[src/rtl/ahb_button_controller.sv]
// AHB-Lite slave: debounces active-low buttons, classifies short/long presses, clear-on-read event flags + IRQ.
// Latency: 2-cycle synchroniser + DEB_CYCLES debounce; reads return data in the cycle after the address phase.
// Backpressure: none; HREADYOUT is tied high and every transfer completes without wait states.
module ahb_button_controller #(
    parameter int NUM_BUTTONS = 4,
    parameter int DEB_CYCLES  = 900,
    parameter int LONG_CYCLES = 32000
) (
    input  logic                   HCLK,
    input  logic                   HRESETn,
    input  logic                   HSEL,
    input  logic [31:0]            HADDR,
    input  logic [1:0]             HTRANS,
    input  logic                   HWRITE,
    input  logic [2:0]             HSIZE,
    input  logic [31:0]            HWDATA,
    input  logic                   HREADY,
    input  logic [NUM_BUTTONS-1:0] Buttons,
    output logic [31:0]            HRDATA,
    output logic                   HREADYOUT,
    output logic                   IRQ
);

    localparam int DEB_W  = (DEB_CYCLES > 1) ? $clog2(DEB_CYCLES) : 1;
    localparam int HOLD_W = $clog2(LONG_CYCLES + 1);

    typedef enum logic [1:0] {ST_IDLE, ST_HELD, ST_LONG} press_st_t;

    logic [NUM_BUTTONS-1:0] short_set, long_set, level_n;
    logic [NUM_BUTTONS-1:0] short_evt, long_evt, irq_en;
    logic                   dp_vld, dp_wr;
    logic [2:0]             dp_addr;
    logic [31:0]            rd_mux;
    logic                   rd_short, rd_long, wr_irq_en;
    logic                   unused_ok;

    assign HREADYOUT = 1'b1;
    assign unused_ok = &{1'b0, HSIZE, HADDR[31:5], HADDR[1:0], HWDATA};

    for (genvar i = 0; i < NUM_BUTTONS; i++) begin : gen_ch
        logic              sync1, sync2, deb;
        logic [DEB_W-1:0]  deb_cnt;
        logic [HOLD_W-1:0] hold_cnt, hold_inc;
        press_st_t         st;
        logic              deb_chg, fall, rise;

        // The debounced edge is acted on in the same cycle the level toggles.
        assign deb_chg  = (sync2 != deb) && (deb_cnt == DEB_W'(DEB_CYCLES - 1));
        assign fall     = deb_chg && deb;
        assign rise     = deb_chg && !deb;
        assign hold_inc = (hold_cnt == HOLD_W'(LONG_CYCLES)) ? hold_cnt : hold_cnt + HOLD_W'(1);

        assign short_set[i] = (st == ST_HELD) && rise;
        assign long_set[i]  = (st == ST_HELD) && !rise && (hold_inc == HOLD_W'(LONG_CYCLES));
        assign level_n[i]   = ~deb;

        always_ff @(posedge HCLK or negedge HRESETn) begin
            if (!HRESETn) begin
                sync1    <= 1'b1;
                sync2    <= 1'b1;
                deb      <= 1'b1;
                deb_cnt  <= '0;
                hold_cnt <= '0;
                st       <= ST_IDLE;
            end else begin
                sync1 <= Buttons[i];
                sync2 <= sync1;
                if (deb_chg) begin
                    deb     <= ~deb;
                    deb_cnt <= '0;
                end else if (sync2 == deb) begin
                    deb_cnt <= '0;
                end else begin
                    deb_cnt <= deb_cnt + DEB_W'(1);
                end
                unique case (st)
                    ST_IDLE: begin
                        hold_cnt <= '0;
                        if (fall) st <= ST_HELD;
                    end
                    ST_HELD: begin
                        if (rise) begin
                            st <= ST_IDLE;
                        end else begin
                            hold_cnt <= hold_inc;
                            if (hold_inc == HOLD_W'(LONG_CYCLES)) st <= ST_LONG;
                        end
                    end
                    ST_LONG: begin
                        if (rise) st <= ST_IDLE;
                    end
                    default: st <= ST_IDLE;
                endcase
            end
        end
    end

    assign rd_short  = dp_vld && !dp_wr && (dp_addr == 3'd0);
    assign rd_long   = dp_vld && !dp_wr && (dp_addr == 3'd1);
    assign wr_irq_en = dp_vld && dp_wr && (dp_addr == 3'd3);

    always_comb begin
        rd_mux = '0;
        unique case (dp_addr)
            3'd0:    rd_mux = 32'(short_evt);
            3'd1:    rd_mux = 32'(long_evt);
            3'd2:    rd_mux = 32'(level_n);
            3'd3:    rd_mux = 32'(irq_en);
            3'd4:    rd_mux = {30'b0, |long_evt, |short_evt};
            default: rd_mux = '0;
        endcase
        HRDATA = (dp_vld && !dp_wr) ? rd_mux : '0;
    end

    // Only the bits actually returned by the read are cleared; a set in the same cycle wins.
    always_ff @(posedge HCLK or negedge HRESETn) begin
        if (!HRESETn) begin
            dp_vld    <= 1'b0;
            dp_wr     <= 1'b0;
            dp_addr   <= '0;
            short_evt <= '0;
            long_evt  <= '0;
            irq_en    <= '0;
            IRQ       <= 1'b0;
        end else begin
            dp_vld    <= HSEL && HREADY && (HTRANS != 2'b00);
            dp_wr     <= HWRITE;
            dp_addr   <= HADDR[4:2];
            short_evt <= (short_evt & ~(rd_short ? short_evt : '0)) | short_set;
            long_evt  <= (long_evt & ~(rd_long ? long_evt : '0)) | long_set;
            if (wr_irq_en) irq_en <= HWDATA[NUM_BUTTONS-1:0];
            IRQ       <= |((short_evt | long_evt) & irq_en);
        end
    end

endmodule

[config.mk]
export PLATFORM = sky130hd
export DESIGN_NAME = ahb_button_controller
export DESIGN_NICKNAME = d
export VERILOG_FILES = /design/src/rtl/ahb_button_controller.sv
export SDC_FILE = /design/constraint.sdc
export NUM_CORES = 1
export LEC_CHECK = 0
export CAP_MARGIN = 20
export CORE_UTILIZATION = 48
export CTS_CLUSTER_SIZE = 12
export DETAILED_ROUTE_END_ITERATION = 10
export DONT_BUFFER_PORTS = 1
export PLACE_DENSITY = 0.72
export SYNTH_ARGS = -nofsm -noshare
export SYNTH_HDL_FRONTEND = slang
export SYNTH_SLANG_ARGS = --single-unit
[constraint.sdc]
create_clock -name HCLK -period 3 [get_ports HCLK]
set_clock_uncertainty 0.15 [all_clocks]
set_input_delay 0.6 -clock HCLK [delete_from_list [all_inputs] [get_ports HCLK]]
set_output_delay 0.6 -clock HCLK [all_outputs]
set_load 0.03 [all_outputs]
Word level (Yosys, flattened, before mapping) --
Index checks and enable logic that the tools add are counted.
Storage, ports and cells: output and inout port bits 34, input port bits 78, register bits after elaboration 138
Cells by class: reductions and logical operators 61, equal/unequal tests 48, add/subtract/negate cells 8, mux-type cells 44, bitwise gates (word level) 12
Operators by type and width (number):
- equality test 15 bit (second input constant) | 8
- two-way mux 15 bit | 8
- case mux 15 bit (2 select lines) | 4
- two-way mux 10 bit | 8
- adder 15 x 1 -> 15 bit (second input constant) | 4
- adder 10 x 1 -> 10 bit (second input constant) | 4
- equality test 10 bit (second input constant) | 4
- two-way mux 2 bit | 16
- two-way mux 32 bit | 1
- logical AND 1 bit | 31
- inequality test 2 bit (second input constant) | 12
- case mux 2 bit (3 select lines) | 4
- case mux 4 bit (5 select lines) | 1
- AND 4 bit | 3
- inequality test 3 x 2 -> 1 bit (second input constant) | 4
- OR 4 bit | 3
- AND reduction 3 bit | 4
- OR reduction 4 bit | 3
- nonzero test 2 bit | 5
- logical NOT 1 bit | 9
- equality test 2 x 1 -> 1 bit (second input constant) | 4
- equality test 2 bit (second input constant) | 4
- logical NOT 2 bit | 4
- two-way mux 4 bit | 2
- other kinds (9) | 23

Logic depth before layout (Yosys ltp) --
Gate-level depths: netlist of the first run.
depth in word-level cells 7, gate-level depth with buffers 9

Worst setup path before layout of the first run --
No wires, ideal clock.
kind register to register, from register gen_ch[0].hold_cnt[0], to register gen_ch[0].st[0], setup slack 616 ps, cell stages (with the launch flop) 7, path buffers 0, arrival 2113 ps, period minus slack after synthesis 2384 ps, path through dfrtp_1 > nand2_1 > nor3_1 > mux2_2 > a2111oi_0 > nand4_1 > a22o_1
Between the ends: cells in the longest elaborated chain, start to end 5, elaborated cells between the ends (all ways) 6, those cells by class add/sub: 1; eq/ne: 3; mux: 1; reduce/logical: 1
Ends and longest elaborated chain:
- start: declaration | line 43 | logic [HOLD_W-1:0] hold_cnt, hold_inc;
- start signal: assignment | line 85 | hold_cnt <= hold_inc;
- adder 15 x 1 -> 15 bit or equality test 15 bit (tied branches) | line 51 | assign hold_inc = (hold_cnt == HOLD_W'(LONG_CYCLES)) ? hold_cnt : hold_cnt + HOLD_W'(1);
- two-way mux 15 bit (*) | line 51
- equality test 15 bit (*) | line 86 | if (hold_inc == HOLD_W'(LONG_CYCLES)) st <= ST_LONG;
- inequality test 3 x 2 -> 1 bit (no source line) (*)
- AND reduction 3 bit (no source line) (*)
- end signal: assignment | line 86
- end signal: assignment | line 90 | if (rise) st <= ST_IDLE;
- end signal: assignment | line 92 | default: st <= ST_IDLE;
- end: declaration | line 44 | press_st_t st;
Every way passes the cells marked *; elsewhere a longest branch is shown, timed or not. A chain may end at the register's enable or synchronous reset.

Final worst setup path of the first run --
from register gen_ch[0].hold_cnt[4], to register gen_ch[0].st[0]
The elaborated chain is that of the path after synthesis.

==> results of run 1 <==
-- state kept, by name, indices dropped and copies added, names as in the netlist, 3 cells and up --
signal	cells
gen_ch.hold_cnt	60
gen_ch.deb_cnt	40
irq_en	4
dp_addr	3
long_evt	4
gen_ch.deb	4
short_evt	4
gen_ch.sync1	4
gen_ch.sync2	4
gen_ch.st	8
-- cell usage in the layout (no fill, tap or decap), types with 6 or more instances in the layout --
cell type,Yosys,final
xnor2_1,28,28
or4_1,7,7
and4_1,6,6
nand3_1,43,43
a21o_1,6,6
nand2_1,91,91
or3_1,9,9
nor3_1,20,20
a21oi_1,25,25
nand2b_1,16,16
o21ai_0,49,49
and3_1,17,17
nand4_1,26,26
dfrtp_1,126,126
buf_4,31,14
o21ai_1,57,57
o41ai_1,7,6
mux2i_1,8,8
a31oi_1,10,10
o31ai_1,14,14
clkbuf_16,0,17
and2_1,6,6
conb_1,2,29
xor2_1,27,27
dfstp_2,12,12
mux2_2,8,8
ha_1,12,12
inv_1,21,21
nor2_1,115,115
nor3b_1,6,6
-- kinds of logic after synthesis --
| family | after synthesis | synth area share |
|---|---|---|
| AOI/OAI and AO/OA | 205 | 0.155 |
| muxes | 16 | 0.0210 |
| buffers and inverters | 100 | 0.0628 |
| other | 2 | 0.000928 |
| and+or+nand+nor | 401 | 0.254 |
| xor gates and xnor gates | 55 | 0.0595 |
| adders and majority gates | 12 | 0.0185 |
| DFF | 138 | 0.429 |
-- report_power, final --
| part | leakage [nW] | switching [mW] | internal (mW) | total, mW |
|---|---|---|---|---|
| Combinational | 1.54 | 0.0818 | 0.0395 | 0.121 |
| Sequential | 1.86 | 0.0328 | 1.90 | 1.93 |
| Clock | 0.321 | 0.798 | 1.52 | 2.32 |
| Total | 3.72 | 0.912 | 3.46 | 4.37 |
-- metrics by stage --
stage	setup WS, ns	utilization
final	0.145	0.536
after global routing	0.0361	0.536
after CTS	0.217	0.534
after detailed placement	0.237	0.494
after global placement	0.295	0.494
after floorplan	0.616	-
-- metal layers --
metal / vias up / share of wire / global-route usage
li1: 3235 / - / -
met1: 3166 / 0.47 / 0.272
met2: 134 / 0.46 / 0.317
met3: 22 / 0.049 / 0.0523
met4: 0 / 0.013 / 0.0691
met5: - / 0 / 0
-- final timing paths --
kind / start / endpoint / slack [ns] / cells after the start
worst min-delay path: HRESETn / gen_ch[3].hold_cnt[5] / -0.28 / 0
min in group HCLK: HWRITE / dp_wr / 0.05 / 0
max in group asynchronous: HRESETn / gen_ch[3].sync1 / 2.69 / 0
worst max register to register: gen_ch[0].hold_cnt[4] / gen_ch[0].st[0] / 0.14 / 6
worst min register to register: gen_ch[0].sync1 / gen_ch[0].sync2 / 0.21 / 0
worst max-delay path: gen_ch[0].hold_cnt[4] / gen_ch[0].st[0] / 0.14 / 6
-- cell type report --
| class | instances | area [um2] | share of cell area |
|---|---|---|---|
| clock inverter | 11 | 191 | 0.0216 |
| multi-input combinational | 718 | 4230 | 0.477 |
| sequential | 138 | 3470 | 0.392 |
| antenna | 2 | 5.00 | 0.000565 |
| tap | 220 | 275 | 0.0311 |
| timing repair buffer | 18 | 145 | 0.0164 |
| inverter | 22 | 82.6 | 0.00933 |
| clock buffer | 21 | 460 | 0.0520 |
-- synthesized netlist by cell type, types with 6 or more instances --
library cell,number
nand3_1,43
xnor2_1,28
nor3b_1,6
and4_1,6
xor2_1,27
and3_1,17
buf_4,31
a31oi_1,10
clkbuf_1,33
buf_2,13
nand4_1,26
and2_1,6
o31ai_1,14
nor3_1,20
or4_1,7
ha_1,12
nand2_1,91
o41ai_1,7
a21oi_1,25
mux2i_1,8
a21o_1,6
inv_1,21
o21ai_0,49
nor2_1,115
o21ai_1,57
dfstp_2,12
or3_1,9
nand2b_1,16
mux2_2,8
dfrtp_1,126
==> results.yml, run 1 <==
run_status:
  failed_checks: "negative hold slack"
  outcome: "finished, violations left"
routing:
  post_drt_wl_per_cell_um: 14.5
  drt_iter0_markers: 587
  via_per_inst: 5.70
  detail_route.first_pass.iterations: 5
  detailroute.via_count: 6557
  drt.antenna.violating_nets: 0
  drc_violations: 0
  drt-total-wl_um: 16700
yosys:
  postSynthRegisterBits: 138
  post_synth_num_cell_types: 71
  yosys_warnings: 0
  synth_top_cell_by_area: "dfrtp_1"
  post-synth-top-area-fraction: 0.390
  netlist_top_cells_area: "dfrtp_1 39%, nor2_1 5.3%, nand2_1 4.2%, dfstp_2 3.9%, o21ai_1 3.5%"
  synth-seq-area-share: 0.429
  postSynth.asyncResetShare: 1.00
  synth_area_per_cell_um2: 8.71
  synth_enable_flop_cells: 0
  synth_cells: 929
  post_synth_instance_area_um2: 8090
  synth_ff_type: "dfrtp_1"
timing:
  worstMarginPinSlew_ns: 0.688
  final.setup.tns_ns: 0
  final_number_of_max_transition_violations: 0
  highest_clock_frequency_the_design_can_meet_mhz: 350
  report.final.setup_viol: 0
  hold_ws_ns: -0.284
  rsz0062_at_grt: "false"
  timing.slew.headroom: 0.530
  timing.final.hold_violations: 138
  final_worst_path_period_need_ns: 2.86
  layout_worst_path_cycle_share: 0.952
worst_setup_path:
  cp-end-kind: "flip-flop"
  slowest_delay_ns: 0.64
  cp.required_ns: 3.16
  crit_type: "reg -> reg"
  crit_chain: "nand3_1 > nor3_1 > mux2_2 > a2111oi_0 > nand4_1 > a22o_1"
  crit_path_max_fanout: 8
  critPathBufInv: 0
  critical-path-top-delay-family: "compound AO/OA/AOI/OAI gates"
  worst_setup_path_start_kind: "flip-flop"
  worst-endpoint-arrival_ns: 3.02
  critical-path-slowest-cell: "a2111oi_0"
clock_network:
  cts_tree: "built"
  cts-root-to-sink-buffers: 2
  cts_inserted_buffers: 17
  hold_buffers: 2
  htree_num_levels: 4
  insertion_delay_of_the_later_clocked_pin_in_the_worst_skew_pair_ns: 0.43
  postCtsSetupBuffers: 0
  clock_tree_root_buffer_cell: "clkbuf_16"
  cts.clk_slew.worst_paths_ns: 0.06
  clock_sinks: 138
  cts.repair.resized: 0
layout:
  final_nets: 1005
  finished_cell_area_um2: 8850
  drive_gt1_frac: 0.0841
  area.growth.synth_to_final_pct: 9.40
  final_cells: 1150
  final.fill_count: 1491
global_routing:
  grt_pass1_vias: 6065
  initial_antenna_violation_count: 2
  groute.usage.overall: 0.203
  global_route.overflow_total: 0
  first_pass_grt_wire_length_um: 28700
  grt_max_degree: 139
place:
  post-dp-hpwl_um: 11300
  gpl_congestion: 0.858
  dpl-instance-area_um2: 8160
  place.detailed.instances: 1112
  portBuffers: 0
pwr:
  power.density_cell_area_nw_per_um2: 494
  ir_drop_v: 0.000413
  leakage_nw: 3.72
  total_power_mw: 4.37
job:
  max_capacitance_violation_total: 0
die:
  num_io_pins: 112
  initial_core_util: 0.490
  placementRows: 47
  die_h_um: 132
  dieWidth_um: 132
  fp.coreArea_um2: 16500
  die_area_um2: 17400
worst_hold_path:
  min-delay-path-class: "in -> async"
(Power assumes the default switching activity.)
==> inputs of run 2 (changes only) <==
--- a/config.mk
+++ b/config.mk
@@ -7,9 +7,9 @@
 export LEC_CHECK = 0
 export CAP_MARGIN = 20
-export CORE_UTILIZATION = 48
+export CORE_UTILIZATION = 46
 export CTS_CLUSTER_SIZE = 12
 export DETAILED_ROUTE_END_ITERATION = 10
 export DONT_BUFFER_PORTS = 1
-export PLACE_DENSITY = 0.72
+export PLACE_DENSITY = 0.7
 export SYNTH_ARGS = -nofsm -noshare
 export SYNTH_HDL_FRONTEND = slang
==> constraint.sdc (replaced) <==
create_clock -name HCLK -period 3 [get_ports HCLK]
set_clock_uncertainty 0.15 [all_clocks]
set_input_delay 0.15 -clock HCLK [delete_from_list [all_inputs] [get_ports HCLK]]
set_output_delay 0.15 -clock HCLK [all_outputs]
set_load 0.03 [all_outputs]
==> run 2 against run 1 <==
The flow still finishes with violations (negative hold slack). Via count shrank 1.4%. Global-route usage shrank 0.52 points. Sequential power barely moved. Clock-buffer cell count did not move. Routed wire length down 0.82%. Setup slack better by 0.13 ns. Non-clock buffer count is 9 higher. Utilization decreased by 1.7 points. Final cell count increased by 1.0%. Critical path depth stayed put. Largest cell class unchanged.
==> results.yml, run 2 (synthesis gave the netlist of run 1 again) <==
run_status:
  outcome: "finished, violations left"
  failed_checks: "negative hold slack"
worst_setup_path:
  worst_setup_path_endpoint: "gen_ch[0].st[0]"
  critical-path-top-delay-family: "compound AO/OA/AOI/OAI gates"
  worst_setup_path_start_kind: "flip-flop"
  setup.worst_path.start: "gen_ch[0].hold_cnt[4]"
  timing.rr.start: "gen_ch[0].hold_cnt[4]"
  critical-path-slowest-cell: "a2111oi_1"
  rr_endpoint: "gen_ch[0].st[0]"
  r2r_cells: 6
  critPathBufInv: 0
  slowest_delay_ns: 0.57
  crit_chain: "nand3_1 > nor3_1 > mux2_2 > a2111oi_1 > nand4_1 > a22o_1"
  rrSetupSlack_ns: 0.27
  cp-end-kind: "flip-flop"
  cp.required_ns: 3.17
  crit_path_max_fanout: 8
  critical_path_cell_count: 6
  worst-endpoint-arrival_ns: 2.90
  crit_type: "reg -> reg"
clock_network:
  insertion_delay_of_the_later_clocked_pin_in_the_worst_skew_pair_ns: 0.43
  cts-root-to-sink-buffers: 2
  clock_tree_root_buffer_cell: "clkbuf_16"
  postCtsSetupBuffers: 0
  cts.clk_slew.worst_paths_ns: 0.06
  htree_num_levels: 4
  hold_buffers: 14
  clock_sinks: 138
  cts_tree: "built"
  cts_inserted_buffers: 17
die:
  initial_core_util: 0.470
  fp.coreArea_um2: 17200
  num_io_pins: 112
  die_h_um: 135
  die_area_um2: 18100
  dieWidth_um: 135
  placementRows: 48
pwr:
  pwr-share-clk: 0.531
  power.density_cell_area_nw_per_um2: 492
  ir_drop_v: 0.000472
  internal_power_mw: 3.47
  leakage_nw: 3.75
  switching_share: 0.213
  share_seq_of_total_power: 0.439
  comb_power_share: 0.030
  netSwitchingPower_mw: 0.938
timing:
  report.final.setup_viol: 0
  rsz0062_at_grt: "false"
  final_number_of_max_transition_violations: 0
  layout_worst_path_cycle_share: 0.910
  timing.final.hold_violations: 138
  final_worst_path_period_need_ns: 2.73
  hold_ws_ns: -0.737
  worstMarginPinSlew_ns: 0.676
  final.setup.tns_ns: 0
  highest_clock_frequency_the_design_can_meet_mhz: 366
  timing.slew.headroom: 0.548
layout:
  drive_gt1_frac: 0.0822
  area.growth.synth_to_final_pct: 10.6
  finished_cell_area_um2: 8950
  antennaDiodeCount: 0
  final_nets: 1014
  mostFrequentLayoutCells: "126 x dfrtp_1, 115 x nor2_1, 91 x nand2_1"
  reg_top3: "gen_ch.hold_cnt (60), gen_ch.deb_cnt (40), gen_ch.st (8)"
  registers.top_by_ff_count: "gen_ch.hold_cnt"
  flip_flop_count_of_the_largest_register_after_layout: 60
  mostFrequentLayoutCell: "dfrtp_1"
global_routing:
  first_pass_grt_wire_length_um: 28700
  grt_pass1_vias: 5941
  groute.usage.overall: 0.197
  grt_max_degree: 139
  initial_antenna_violation_count: 0
  global_route.overflow_total: 0
routing:
  drt_iter0_markers: 618
  drc_violations: 0
  drt.antenna.violating_nets: 0
  post_drt_wl_per_cell_um: 14.2
  detailroute.via_count: 6464
  drt-total-wl_um: 16500
  via_per_inst: 5.56
  detail_route.first_pass.iterations: 7
place:
  portBuffers: 0
  dpl-instance-area_um2: 8160
  gpl_congestion: 0.867
  post-dp-hpwl_um: 11200
worst_hold_path:
  min-delay-path-class: "in -> async"
job:
  max_capacitance_violation_total: 0
-- run 2: worst register-to-register path, cell delays in order (launching register included) --
cell       delay (ns)
dfrtp_1          0.47
nand3_1          0.16
nor3_1           0.35
mux2_2           0.38
a2111oi_1        0.57
nand4_1          0.26
a22o_1           0.28
-- run 2: cell type report --
type	count	area, um2
clock buffer	21	460
inverter	22	82.6
timing repair buffer	27	238
sequential	138	3470
multi-input combinational	718	4230
fill	1546	8290
tap	225	282
clock inverter	11	193
-- run 2: worst min-delay path by stage --
stage	from	endpoint	slack (ns)	cells past startpoint
floorplan	HRESETn	IRQ	-0.30	0
global placement	HRESETn	gen_ch[3].hold_cnt[4]	-0.29	0
detailed placement	HRESETn	gen_ch[3].hold_cnt[4]	-0.29	0
CTS	HRESETn	gen_ch[3].hold_cnt[4]	-0.76	0
global route	HRESETn	gen_ch[3].hold_cnt[4]	-0.76	0
finish	HRESETn	gen_ch[3].hold_cnt[4]	-0.74	0
-- run 2: stage by stage --
stage,util,hold WS [ns],std cells,power [mW],setup WS [ns]
2_1_floorplan,-,-0.296,956,2.09,0.616
3_3_place_gp,0.473,-0.293,1116,2.08,0.305
3_5_place_dp,0.473,-0.293,1116,2.08,0.189
4_1_cts,0.519,-0.756,1162,4.44,0.171
5_1_grt,0.519,-0.762,1162,4.55,0.00680
6_report,0.519,-0.737,1162,4.41,0.271
-- run 2: routing by layer --
metal,part of all wire,track usage,up-vias
li1,-,-,3236
met1,0.48,0.271,3092
met2,0.47,0.307,120
met3,0.040,0.0537,16
met4,0.010,0.0524,0
met5,0,0,-
-- run 2: repair_timing --
action / in CTS / in global routing
gates resized for setup: 0 / 1
setup endpoints to repair: 0 / 1
endpoints found under the hold margin: 151 / 138
-- run 2: power by group through the flow --
stage	logic (mW)	clock network (mW)	registers, mW
6_report	0.134	2.34	1.93
2_1_floorplan	0.142	0	1.95
5_1_grt	0.149	2.47	1.94
3_5_place_dp	0.118	0	1.96
3_3_place_gp	0.115	0	1.96
4_1_cts	0.134	2.37	1.93
